===== src/rtl/wb_slave_decoder_pkg.sv =====
// Shared definitions for the Wishbone slave decoder: FSM encoding, default
// timeout and helpers that build the default address map.
package wb_slave_decoder_pkg;

   typedef enum logic [1:0] {
      IDLE = 2'd0,
      BUSY = 2'd1,
      RESP = 2'd2
   } state_t;

   localparam int DEFAULT_TIMEOUT = 15;
   localparam int CNT_W           = 8;
   // Widest packed map the helpers can build: 8 slaves of up to 32 address bits.
   localparam int MAX_PACK        = 8 * 32;

   function automatic logic [MAX_PACK-1:0] default_base(input int ns, input int aw);
      logic [MAX_PACK-1:0] r;
      logic [31:0]         v;
      r = '0;
      for (int i = 0; i < ns; i++) begin
         v = 32'(i) << (aw - 3);
         for (int b = 0; b < aw; b++) begin
            r[i*aw + b] = v[b];
         end
      end
      return r;
   endfunction

   function automatic logic [MAX_PACK-1:0] default_mask(input int ns, input int aw);
      logic [MAX_PACK-1:0] r;
      logic [31:0]         v;
      r = '0;
      v = 32'hFFFF_FFFF << (aw - 3);
      for (int i = 0; i < ns; i++) begin
         for (int b = 0; b < aw; b++) begin
            r[i*aw + b] = v[b];
         end
      end
      return r;
   endfunction

endpackage


===== src/rtl/wb_slave_decoder_if.sv =====
// Upstream master request/response plus the fan-out to NS downstream slaves.
interface wb_slave_decoder_if #(
   parameter int AW = 12,
   parameter int NS = 4
);
   logic [AW-3:0]    i_wb_adr;
   logic [31:0]      i_wb_dat;
   logic [3:0]       i_wb_sel;
   logic             i_wb_we;
   logic             i_wb_cyc;
   logic             i_wb_stb;
   logic [31:0]      o_wb_rdt;
   logic             o_wb_ack;
   logic             o_wb_err;

   logic [AW-3:0]    o_s_adr;
   logic [31:0]      o_s_dat;
   logic [3:0]       o_s_sel;
   logic             o_s_we;
   logic [NS-1:0]    o_s_cyc;
   logic [NS-1:0]    o_s_stb;
   logic [32*NS-1:0] i_s_rdt;
   logic [NS-1:0]    i_s_ack;
   logic [NS-1:0]    i_s_err;

   // Decoder side.
   modport slave (
      input  i_wb_adr, i_wb_dat, i_wb_sel, i_wb_we, i_wb_cyc, i_wb_stb,
      input  i_s_rdt, i_s_ack, i_s_err,
      output o_wb_rdt, o_wb_ack, o_wb_err,
      output o_s_adr, o_s_dat, o_s_sel, o_s_we, o_s_cyc, o_s_stb
   );

   // Environment side: upstream master and the downstream slaves.
   modport master (
      output i_wb_adr, i_wb_dat, i_wb_sel, i_wb_we, i_wb_cyc, i_wb_stb,
      output i_s_rdt, i_s_ack, i_s_err,
      input  o_wb_rdt, o_wb_ack, o_wb_err,
      input  o_s_adr, o_s_dat, o_s_sel, o_s_we, o_s_cyc, o_s_stb
   );
endinterface


===== src/rtl/wb_slave_decoder_addr_match.sv =====
// Combinational address decoder: one-hot match (lowest index wins on overlap)
// plus a flag saying whether any slave claimed the address.
module wb_addr_match
   import wb_slave_decoder_pkg::*;
#(
   parameter int              AW         = 12,
   parameter int              NS         = 4,
   parameter logic [NS*AW-1:0] SLAVE_BASE = (NS*AW)'(default_base(NS, AW)),
   parameter logic [NS*AW-1:0] SLAVE_MASK = (NS*AW)'(default_mask(NS, AW))
) (
   input  logic [AW-3:0] adr,
   output logic [NS-1:0] match,
   output logic          valid
);

   logic [AW-1:0] byte_adr;
   logic [NS-1:0] hit;

   assign byte_adr = {adr, 2'b00};

   for (genvar gi = 0; gi < NS; gi++) begin : g_hit
      assign hit[gi] = ((byte_adr & SLAVE_MASK[gi*AW +: AW]) == SLAVE_BASE[gi*AW +: AW]);
   end

   // Scan downwards so the lowest hitting index is the one left standing.
   always_comb begin
      match = '0;
      for (int i = NS - 1; i >= 0; i--) begin
         if (hit[i]) begin
            match    = '0;
            match[i] = 1'b1;
         end
      end
   end

   assign valid = |hit;

endmodule


===== src/rtl/wb_slave_decoder.sv =====
// Classic Wishbone 1-to-NS slave decoder with registered request fan-out,
// per-transaction timeout and error response for unmapped addresses.
module wb_slave_decoder
   import wb_slave_decoder_pkg::*;
#(
   parameter int              AW         = 12,
   parameter int              NS         = 4,
   parameter logic [NS*AW-1:0] SLAVE_BASE = (NS*AW)'(default_base(NS, AW)),
   parameter logic [NS*AW-1:0] SLAVE_MASK = (NS*AW)'(default_mask(NS, AW)),
   parameter int              TIMEOUT    = DEFAULT_TIMEOUT
) (
   input  logic              i_clk,
   input  logic              i_rst,
   wb_slave_decoder_if.slave bus
);

   state_t           state_reg, state_next;
   logic [AW-3:0]    adr_reg, adr_next;
   logic [31:0]      dat_reg, dat_next;
   logic [3:0]       sel_reg, sel_next;
   logic             we_reg, we_next;
   logic [NS-1:0]    cyc_reg, cyc_next;
   logic [31:0]      rdt_reg, rdt_next;
   logic             ack_reg, ack_next;
   logic             err_reg, err_next;
   logic [CNT_W-1:0] cnt_reg, cnt_next;
   logic [CNT_W-1:0] cnt_inc;

   logic [NS-1:0]    match;
   logic             match_valid;
   logic [31:0]      rdt_masked [NS];
   logic [31:0]      sel_rdt;
   logic             sel_ack;
   logic             sel_err;

   wb_addr_match #(
      .AW         (AW),
      .NS         (NS),
      .SLAVE_BASE (SLAVE_BASE),
      .SLAVE_MASK (SLAVE_MASK)
   ) u_match (
      .adr   (bus.i_wb_adr),
      .match (match),
      .valid (match_valid)
   );

   // cyc_reg is one-hot while busy, so masking and OR-ing picks the active slave.
   for (genvar gi = 0; gi < NS; gi++) begin : g_rdt
      assign rdt_masked[gi] = bus.i_s_rdt[32*gi +: 32] & {32{cyc_reg[gi]}};
   end

   always_comb begin
      sel_rdt = '0;
      for (int i = 0; i < NS; i++) begin
         sel_rdt = sel_rdt | rdt_masked[i];
      end
   end

   assign sel_ack = |(bus.i_s_ack & cyc_reg);
   assign sel_err = |(bus.i_s_err & cyc_reg);

   always_comb begin
      state_next = state_reg;
      adr_next   = adr_reg;
      dat_next   = dat_reg;
      sel_next   = sel_reg;
      we_next    = we_reg;
      cyc_next   = cyc_reg;
      rdt_next   = rdt_reg;
      ack_next   = 1'b0;
      err_next   = 1'b0;
      cnt_next   = cnt_reg;
      // cnt_inc counts the strobe cycle in progress, so the error lands TIMEOUT cycles after the request.
      cnt_inc    = cnt_reg + 1'b1;

      case (state_reg)
         IDLE: begin
            if (bus.i_wb_cyc && bus.i_wb_stb) begin
               if (match_valid) begin
                  adr_next   = bus.i_wb_adr;
                  dat_next   = bus.i_wb_dat;
                  sel_next   = bus.i_wb_sel;
                  we_next    = bus.i_wb_we;
                  cyc_next   = match;
                  cnt_next   = '0;
                  state_next = BUSY;
               end else begin
                  err_next   = 1'b1;
                  rdt_next   = '0;
                  state_next = RESP;
               end
            end
         end
         BUSY: begin
            if (!bus.i_wb_cyc) begin
               cyc_next   = '0;
               state_next = IDLE;
            end else if (sel_ack || sel_err) begin
               cyc_next   = '0;
               sel_next   = '0;
               state_next = RESP;
               if (sel_err) begin
                  err_next = 1'b1;
                  rdt_next = '0;
               end else begin
                  ack_next = 1'b1;
                  if (!we_reg) begin
                     rdt_next = sel_rdt;
                  end
               end
            end else if (cnt_inc == CNT_W'(TIMEOUT - 1)) begin
               cyc_next   = '0;
               sel_next   = '0;
               err_next   = 1'b1;
               rdt_next   = '0;
               state_next = RESP;
            end else begin
               cnt_next = cnt_inc;
            end
         end
         RESP: begin
            state_next = IDLE;
         end
         default: begin
            state_next = IDLE;
         end
      endcase
   end

   always_ff @(posedge i_clk or posedge i_rst) begin
      if (i_rst) begin
         state_reg <= IDLE;
         adr_reg   <= '0;
         dat_reg   <= '0;
         sel_reg   <= '0;
         we_reg    <= 1'b0;
         cyc_reg   <= '0;
         rdt_reg   <= '0;
         ack_reg   <= 1'b0;
         err_reg   <= 1'b0;
         cnt_reg   <= '0;
      end else begin
         state_reg <= state_next;
         adr_reg   <= adr_next;
         dat_reg   <= dat_next;
         sel_reg   <= sel_next;
         we_reg    <= we_next;
         cyc_reg   <= cyc_next;
         rdt_reg   <= rdt_next;
         ack_reg   <= ack_next;
         err_reg   <= err_next;
         cnt_reg   <= cnt_next;
      end
   end

   assign bus.o_wb_rdt = rdt_reg;
   assign bus.o_wb_ack = ack_reg;
   assign bus.o_wb_err = err_reg;
   assign bus.o_s_adr  = adr_reg;
   assign bus.o_s_dat  = dat_reg;
   assign bus.o_s_sel  = sel_reg;
   assign bus.o_s_we   = we_reg;
   assign bus.o_s_cyc  = cyc_reg;
   assign bus.o_s_stb  = cyc_reg;

endmodule


===== src/flat_wrapper.sv =====
// flat-port wrapper written by rule: the top's interface ports become plain ports
module wb_slave_decoder_flat import wb_slave_decoder_pkg::*;
#(
   parameter int              AW         = 12,
   parameter int              NS         = 4,
   parameter logic [NS*AW-1:0] SLAVE_BASE = (NS*AW)'(default_base(NS, AW)),
   parameter logic [NS*AW-1:0] SLAVE_MASK = (NS*AW)'(default_mask(NS, AW)),
   parameter int              TIMEOUT    = DEFAULT_TIMEOUT
)
  (i_clk, i_rst, bus_i_wb_adr, bus_i_wb_dat, bus_i_wb_sel, bus_i_wb_we, bus_i_wb_cyc, bus_i_wb_stb, bus_i_s_rdt, bus_i_s_ack, bus_i_s_err, bus_o_wb_rdt, bus_o_wb_ack, bus_o_wb_err, bus_o_s_adr, bus_o_s_dat, bus_o_s_sel, bus_o_s_we, bus_o_s_cyc, bus_o_s_stb);
  wb_slave_decoder_if #(.AW(AW), .NS(NS)) bus_i ();
  input  logic i_clk;
  input  logic i_rst;
  input wire logic [$bits(bus_i.i_wb_adr)-1:0] bus_i_wb_adr;
  input wire logic [$bits(bus_i.i_wb_dat)-1:0] bus_i_wb_dat;
  input wire logic [$bits(bus_i.i_wb_sel)-1:0] bus_i_wb_sel;
  input wire logic [$bits(bus_i.i_wb_we)-1:0] bus_i_wb_we;
  input wire logic [$bits(bus_i.i_wb_cyc)-1:0] bus_i_wb_cyc;
  input wire logic [$bits(bus_i.i_wb_stb)-1:0] bus_i_wb_stb;
  input wire logic [$bits(bus_i.i_s_rdt)-1:0] bus_i_s_rdt;
  input wire logic [$bits(bus_i.i_s_ack)-1:0] bus_i_s_ack;
  input wire logic [$bits(bus_i.i_s_err)-1:0] bus_i_s_err;
  output wire logic [$bits(bus_i.o_wb_rdt)-1:0] bus_o_wb_rdt;
  output wire logic [$bits(bus_i.o_wb_ack)-1:0] bus_o_wb_ack;
  output wire logic [$bits(bus_i.o_wb_err)-1:0] bus_o_wb_err;
  output wire logic [$bits(bus_i.o_s_adr)-1:0] bus_o_s_adr;
  output wire logic [$bits(bus_i.o_s_dat)-1:0] bus_o_s_dat;
  output wire logic [$bits(bus_i.o_s_sel)-1:0] bus_o_s_sel;
  output wire logic [$bits(bus_i.o_s_we)-1:0] bus_o_s_we;
  output wire logic [$bits(bus_i.o_s_cyc)-1:0] bus_o_s_cyc;
  output wire logic [$bits(bus_i.o_s_stb)-1:0] bus_o_s_stb;
  assign bus_i.i_wb_adr = bus_i_wb_adr;
  assign bus_i.i_wb_dat = bus_i_wb_dat;
  assign bus_i.i_wb_sel = bus_i_wb_sel;
  assign bus_i.i_wb_we = bus_i_wb_we;
  assign bus_i.i_wb_cyc = bus_i_wb_cyc;
  assign bus_i.i_wb_stb = bus_i_wb_stb;
  assign bus_i.i_s_rdt = bus_i_s_rdt;
  assign bus_i.i_s_ack = bus_i_s_ack;
  assign bus_i.i_s_err = bus_i_s_err;
  assign bus_o_wb_rdt = bus_i.o_wb_rdt;
  assign bus_o_wb_ack = bus_i.o_wb_ack;
  assign bus_o_wb_err = bus_i.o_wb_err;
  assign bus_o_s_adr = bus_i.o_s_adr;
  assign bus_o_s_dat = bus_i.o_s_dat;
  assign bus_o_s_sel = bus_i.o_s_sel;
  assign bus_o_s_we = bus_i.o_s_we;
  assign bus_o_s_cyc = bus_i.o_s_cyc;
  assign bus_o_s_stb = bus_i.o_s_stb;
  wb_slave_decoder #(.AW(AW), .NS(NS), .SLAVE_BASE(SLAVE_BASE), .SLAVE_MASK(SLAVE_MASK), .TIMEOUT(TIMEOUT)) u_core (.i_clk(i_clk), .i_rst(i_rst), .bus(bus_i));
endmodule

===== config.mk =====
export PLATFORM = sky130hd
export DESIGN_NAME = wb_slave_decoder_flat
export DESIGN_NICKNAME = d
export VERILOG_FILES = /design/src/rtl/wb_slave_decoder_pkg.sv /design/src/rtl/wb_slave_decoder_if.sv /design/src/rtl/wb_slave_decoder_addr_match.sv /design/src/rtl/wb_slave_decoder.sv /design/src/flat_wrapper.sv
export SDC_FILE = /design/constraint.sdc
export NUM_CORES = 1
export LEC_CHECK = 0
export ABC_AREA = 1
export CORE_MARGIN = 5
export CORE_UTILIZATION = 42
export CTS_CLUSTER_SIZE = 16
export DETAILED_ROUTE_END_ITERATION = 8
export PLACE_DENSITY = 0.95
export SYNTH_ARGS = -nofsm -noshare
export SYNTH_HDL_FRONTEND = slang
export SYNTH_SLANG_ARGS = --single-unit

===== constraint.sdc =====
create_clock -name i_clk -period 6.73 [get_ports i_clk]
set_input_delay 1.0095 -clock i_clk [delete_from_list [all_inputs] [get_ports i_clk]]
set_output_delay 1.0095 -clock i_clk [all_outputs]
set_load 0.01 [all_outputs]

==> qor.txt, run 1 <==
Area after DPL -> 7690 um2
Slew headroom -> 17.3%
count of final setup violators -> 0
Finished Cell Area -> 7990 um2
crit share post-route -> 55.7%
DIE HEIGHT -> 118 um
CORE AREA -> 11500 um2
CP startpoint kind -> input port
NumNets Final -> 1013
met1 Track Usage GR -> 29.4%
CTS tree -> yes
worst reg2reg path startpoint -> u_core.bus.o_s_cyc[3]
Seq cells post-synth -> 95
syn_nets -> 763
power consumption -> 2230 uW
status -> finished clean
main flop type after synthesis -> dfrtp_1
GP Congestion -> 0.880
FP Rows -> 39
Pins Over Slew Limit -> 0
gr usage total -> 24.7%
H-tree level count -> 3
Initial Utilization -> 42.9%
Hold Vio Cnt, Final -> 0
wire per inst -> 18.3 um
Pwr per Cell Area -> 279 nW/um2
met3 Usage GRT -> 6.49%
ANT cells -> 0
post-DP HPWL -> 13500 um
reg-to-reg slack, setup -> 3.04 ns
Antenna Violating Nets Remaining -> 0
pin count of the biggest net entering global routing -> 59
Hold Path Class -> flip-flop to flip-flop
via/cell ratio -> 5.31
Crit Path Class -> input port to flip-flop
grt peak-use layer -> met2
Congestion Overflow GR -> 0
syn avg cell area -> 8.58 um2
Worst Hold Depth -> 2
DRT iter0 DRCs -> 331
Clock Sinks -> 95
crit-path max FO -> 34
Crit. End Element -> flip-flop
total wire length -> 17800 um
post-CTS setup buffer count -> 0
global-route wire length before repair -> 27900 um
root buffer cell -> clkbuf_16
worst r2r path cells -> 9
Die X -> 118 um
RSZ-0062 raised after global routing -> false
clock-pin slew on the worst setup and hold paths -> 0.06 ns
vias in the first global route -> 5199
cts repair resizes -> 0
Hold Path End -> u_core.bus.o_wb_rdt[0]
cells after synthesis -> 574
Top-Level Pins -> 276
share of cells above drive strength 1 -> 8.56%
die area -> 14000 um2
Final Critical Period -> 3.75 ns
initial antenna violation count -> 0
area grow syn2layout -> 62.4%
Synth Warn # -> 0
Async SR Flop Fraction -> 100%
sequential area share after synthesis -> 48.3%
maximum clock insertion buffer count -> 2
FMAX -> 0.267 GHz
Pre-antenna DRT Iters -> 5
met2 usage -> 44.5%
setup TNS -> 0 ns
Synth cell types -> 23
Synth Cell Area -> 4920 um2
worst vdd ir -> 0.000187 V
Worst Path Arrival -> 3.96 ns
clock buffer count from CTS -> 9
IO Port Bufs -> 275
hold_buf cts -> 0
leakage -> 0.00356 uW
Tightest Pin Transition -> 1.24 ns
HP Start -> u_core.bus.o_wb_rdt[0]
WP data required -> 6.94 ns
clk_skew -> 0.00919 ns
vias -> 5165
Worst R2R End -> u_core.bus.o_wb_rdt[22]
DRC violations left -> 0
Post-synth EDFFs -> 0
max cap viols -> 0
clk_lat worst skew -> 0.34 ns
through the flow:
step	hold slack, ns	std cells	setup WS [ns]	utilization (%)
floorplan	0.500	574	3.24	-
global placement	0.454	956	2.71	67.0
detailed placement	0.458	956	2.63	67.0
CTS	0.475	972	2.98	69.7
global route	0.495	972	2.57	69.7
finish	0.472	972	2.98	69.7
layer usage:
layer | vias to the layer above | share of wire, %
met5 | - | 0
met4 | 0 | 1.7
met3 | 29 | 8.6
met2 | 251 | 52
met1 | 2445 | 38
li1 | 2440 | -
cells in the final DEF, fill, tap and decap left out, drive strengths merged:
master         count
a21oi              1
clkdlybuf4s50    275
a221oi            32
ha                 2
nand3             28
o211ai             1
o31ai              1
clkinvlp           1
inv               25
o21ai             14
clkinv             2
nand4             40
clkbuf             9
buf                6
nor2              48
mux2              39
bufinv             1
dfrtp             95
o21bai             1
nand2            208
critical path: stages:
cell             delay [ns]
clkdlybuf4s50_1        0.45
nand2_1                0.07
nand4_1                0.17
inv_1                  0.08
nand3_2                0.48
o21ai_1                0.12
inv_1                  0.81
nand3_4                0.47
nand2_1                0.19
nand2_1                0.07
worst max path at each step:
| stage | to | startpoint | slack [ns] | cells past startpoint |
|---|---|---|---|---|
| floorplan | u_core.bus.o_s_adr[0] | i_rst | 3.24 | 1 |
| global placement | u_core.bus.o_wb_rdt[2] | bus_i_s_err[2] | 2.71 | 10 |
| CTS | u_core.bus.o_wb_rdt[22] | bus_i_s_err[2] | 2.98 | 10 |
| global route | u_core.bus.o_wb_rdt[29] | u_core.bus.o_s_cyc[3] | 2.57 | 9 |
| finish | u_core.bus.o_wb_rdt[14] | bus_i_s_err[2] | 2.98 | 10 |
| detailed placement | u_core.bus.o_wb_rdt[14] | bus_i_s_err[2] | 2.63 | 10 |
logic make-up after synthesis:
kind of cell / count (synthesis) / share of synthesized area (%)
adders and majority gates: 2 / 0.508
AOI/OAI and AO/OA: 50 / 7.68
and+or+nand+nor: 324 / 28.5
muxes: 39 / 8.92
DFF: 95 / 48.3
buffers and inverters: 64 / 6.13
power by group:
group / internal [uW] / switching (uW) / total (uW)
clock network: 294 / 229 / 522
logic: 474 / 449 / 923
registers: 693 / 88.5 / 782
total: 1460 / 766 / 2230
synthesized netlist by cell type (all sizes together), types with 2 or more instances:
library cell / instances / share of area (%)
a221oi: 32 / 5.7
buf: 22 / 2.9
nor2: 48 / 3.7
o21ai: 14 / 1.4
inv: 22 / 1.7
nand3: 28 / 3.8
mux2: 39 / 8.9
clkbuf: 20 / 1.5
ha: 2 / 0.51
nand4: 40 / 5.1
nand2: 208 / 16
dfrtp: 95 / 48
final cells by class:
class	count	area [um2]
fillers	870	3470
flip-flops and latches	95	2380
clock inverters	7	80.1
well taps	143	179
multi-input cells	415	2250
inverters	22	85.1
clock buffers	9	225
repair buffers	281	2800
Note: power is estimated with default switching activity, not from simulation.
==> run 2: changes to the inputs <==
CORE_UTILIZATION = 35   (was 42)
PLACE_DENSITY = 0.87   (was 0.95)
clock period = 3.1 ns   (was 6.73 ns; I/O delays follow)
==> run 2 against run 1 <==
  * Wire length down 0.33%
  * First-iteration DRC count up 36%
  * Global-route usage down 3.9 points
  * Largest cell class unchanged
  * Hold slack worse by 0.0030 ns
  * Highest routed layer unchanged
==> qor.txt, run 2 (same netlist as run 1, synthesis figures left out) <==
Hold Path End -> u_core.bus.o_wb_rdt[20]
gr usage total -> 20.9% (-3.9 points)
met3 Usage GRT -> 5.19% (-1.3 points)
DIE HEIGHT -> 129 um (+8.7%)
Antenna Violating Nets Remaining -> 0 (unchanged)
final core occ -> 58.6% (-11 points)
total wire length -> 17700 um (-0.33%)
Crit Path Class -> flip-flop to flip-flop
Slew headroom -> 65.9% (+49 points)
GP Congestion -> 0.864 (-1.8%)
grt peak-use layer -> met2
WP data required -> 3.33 ns (-3.61 ns)
commonest non-fill, non-tap cell in the layout -> clkdlybuf4s50_1
max cap viols -> 0 (unchanged)
Top-Level Pins -> 276 (unchanged)
met1 Track Usage GR -> 26.2% (-3.1 points)
Pre-antenna DRT Iters -> 5 (unchanged)
share of cells above drive strength 1 -> 9.21% (+0.65 points)
worst r2r path cells -> 9 (unchanged)
Crit. End Element -> flip-flop
fin worst setup slack -> 0.853 ns (-2.13 ns)
Final Critical Period -> 2.25 ns
setup TNS -> 0 ns (unchanged)
RSZ-0062 raised after global routing -> false
HP Start -> u_core.bus.o_wb_rdt[20]
hold_buf cts -> 0 (unchanged)
CORE AREA -> 13800 um2 (+21%)
maximum clock insertion buffer count -> 2 (unchanged)
worst vdd ir -> 0.000325 V (+73%)
crit share post-route -> 72.5%
initial antenna violation count -> 0 (unchanged)
area grow syn2layout -> 64.7%
via/cell ratio -> 5.06 (-4.7%)
Worst R2R End -> u_core.bus.o_wb_rdt[11]
CTS tree -> yes
Worst Hold Depth -> 2 (unchanged)
Congestion Overflow GR -> 0 (unchanged)
worst slack, placed -> 0.584 ns (-2.04 ns)
DRC violations left -> 0 (unchanged)
FP Rows -> 43 (+10%)
most frequent cells in the layout -> clkdlybuf4s50_1 (275), nand2_1 (207), dfrtp_1 (95)
post-DP HPWL -> 13700 um (+1.5%)
IO Port Bufs -> 275 (unchanged)
count of final setup violators -> 0 (unchanged)
Initial Utilization -> 35.6% (-7.3 points)
leakage -> 0.00360 uW (+1.1%)
Pwr per Cell Area -> 596 nW/um2 (+110%)
FMAX -> 0.445 GHz
Hold Vio Cnt, Final -> 0 (unchanged)
cts repair resizes -> 0 (unchanged)
Clock Sinks -> 95 (unchanged)
ANT cells -> 0 (unchanged)
NumNets Final -> 1020 (+0.69%)
worst reg2reg path startpoint -> u_core.bus.o_s_cyc[3]
reg-to-reg slack, setup -> 0.85 ns (-2.19 ns)
pin count of the biggest net entering global routing -> 62 (+5.1%)
post-CTS setup buffer count -> 0 (unchanged)
clock-pin slew on the worst setup and hold paths -> 0.06 ns (about the same)
Die X -> 129 um (+8.7%)
crit-path max FO -> 32 (-5.9%)
Pins Over Slew Limit -> 0 (unchanged)
vias in the first global route -> 4995 (-3.9%)
met2 usage -> 35.3% (-9.3 points)
Hold Path Class -> flip-flop to flip-flop
Worst Path Arrival -> 2.48 ns (-1.48 ns)
Area after DPL -> 7810 um2 (+1.6%)
vias -> 5146 (-0.37%)
die area -> 16500 um2 (+18%)
Tightest Pin Transition -> 0.510 ns (-0.728 ns)
clk_skew -> 0.00870 ns (-0.000495 ns)
H-tree level count -> 3 (unchanged)
CP startpoint kind -> flip-flop
DRT iter0 DRCs -> 450 (+36%)
global-route wire length before repair -> 27000 um (-3.2%)
Finished Cell Area -> 8110 um2 (+1.5%)
status -> finished clean
clk_lat worst skew -> 0.34 ns (about the same)
root buffer cell -> clkbuf_16
clock buffer count from CTS -> 9 (unchanged)
wire per inst -> 17.5 um (-4.6%)
==> run 2: power by group <==
group	switching, uW	leakage [uW]	internal, uW
registers	158	0.00123	1510
logic	996	0.00223	1060
clock network	492	0.000143	630
total	1650	0.00360	3190
==> run 2: cell type report <==
cell class | instances | area [um2]
well taps | 180 | 225
clock buffers | 10 | 229
inverters | 22 | 85.1
flip-flops and latches | 95 | 2380
clock inverters | 6 | 68.8
fillers | 1202 | 5720
multi-input cells | 415 | 2250
repair buffers | 288 | 2880
==> run 2: critical path, stage by stage (launching register included) <==
cell,delay (ns)
dfrtp_1,0.37
buf_4,0.23
nand2_1,0.10
nand4_1,0.21
nand3_2,0.15
o21ai_1,0.06
inv_1,0.37
nand3_4,0.38
nand2_1,0.18
nand2_1,0.06
==> run 2: per-layer routing <==
layer / vias to the layer above / share of wire, %
met3: 20 / 8.8
met1: 2440 / 40
li1: 2459 / -
met2: 227 / 49
met5: - / 0
met4: 0 / 1.9
==> run 2: worst max path at each step <==
stage,end,start,slack (ns)
finish,u_core.bus.o_wb_rdt[11],u_core.bus.o_s_cyc[3],0.85
global placement,u_core.bus.o_wb_rdt[31],bus_i_wb_cyc,0.67
floorplan,u_core.bus.o_s_adr[0],i_rst,0.16
CTS,u_core.bus.o_wb_rdt[1],u_core.bus.o_s_cyc[3],0.85
detailed placement,u_core.bus.o_wb_rdt[1],bus_i_wb_cyc,0.58
global route,u_core.bus.o_wb_rdt[13],u_core.bus.o_s_cyc[3],0.63
==> run 2: through the flow <==
stage / hold WS, ns / total power [uW] / std cells
3_3_place_gp: 0.453 / 3700 / 1000
4_1_cts: 0.474 / 4890 / 1016
6_report: 0.469 / 4840 / 1016
5_1_grt: 0.492 / 5120 / 1016
2_1_floorplan: 0.500 / 2670 / 574
3_5_place_dp: 0.458 / 3760 / 1000
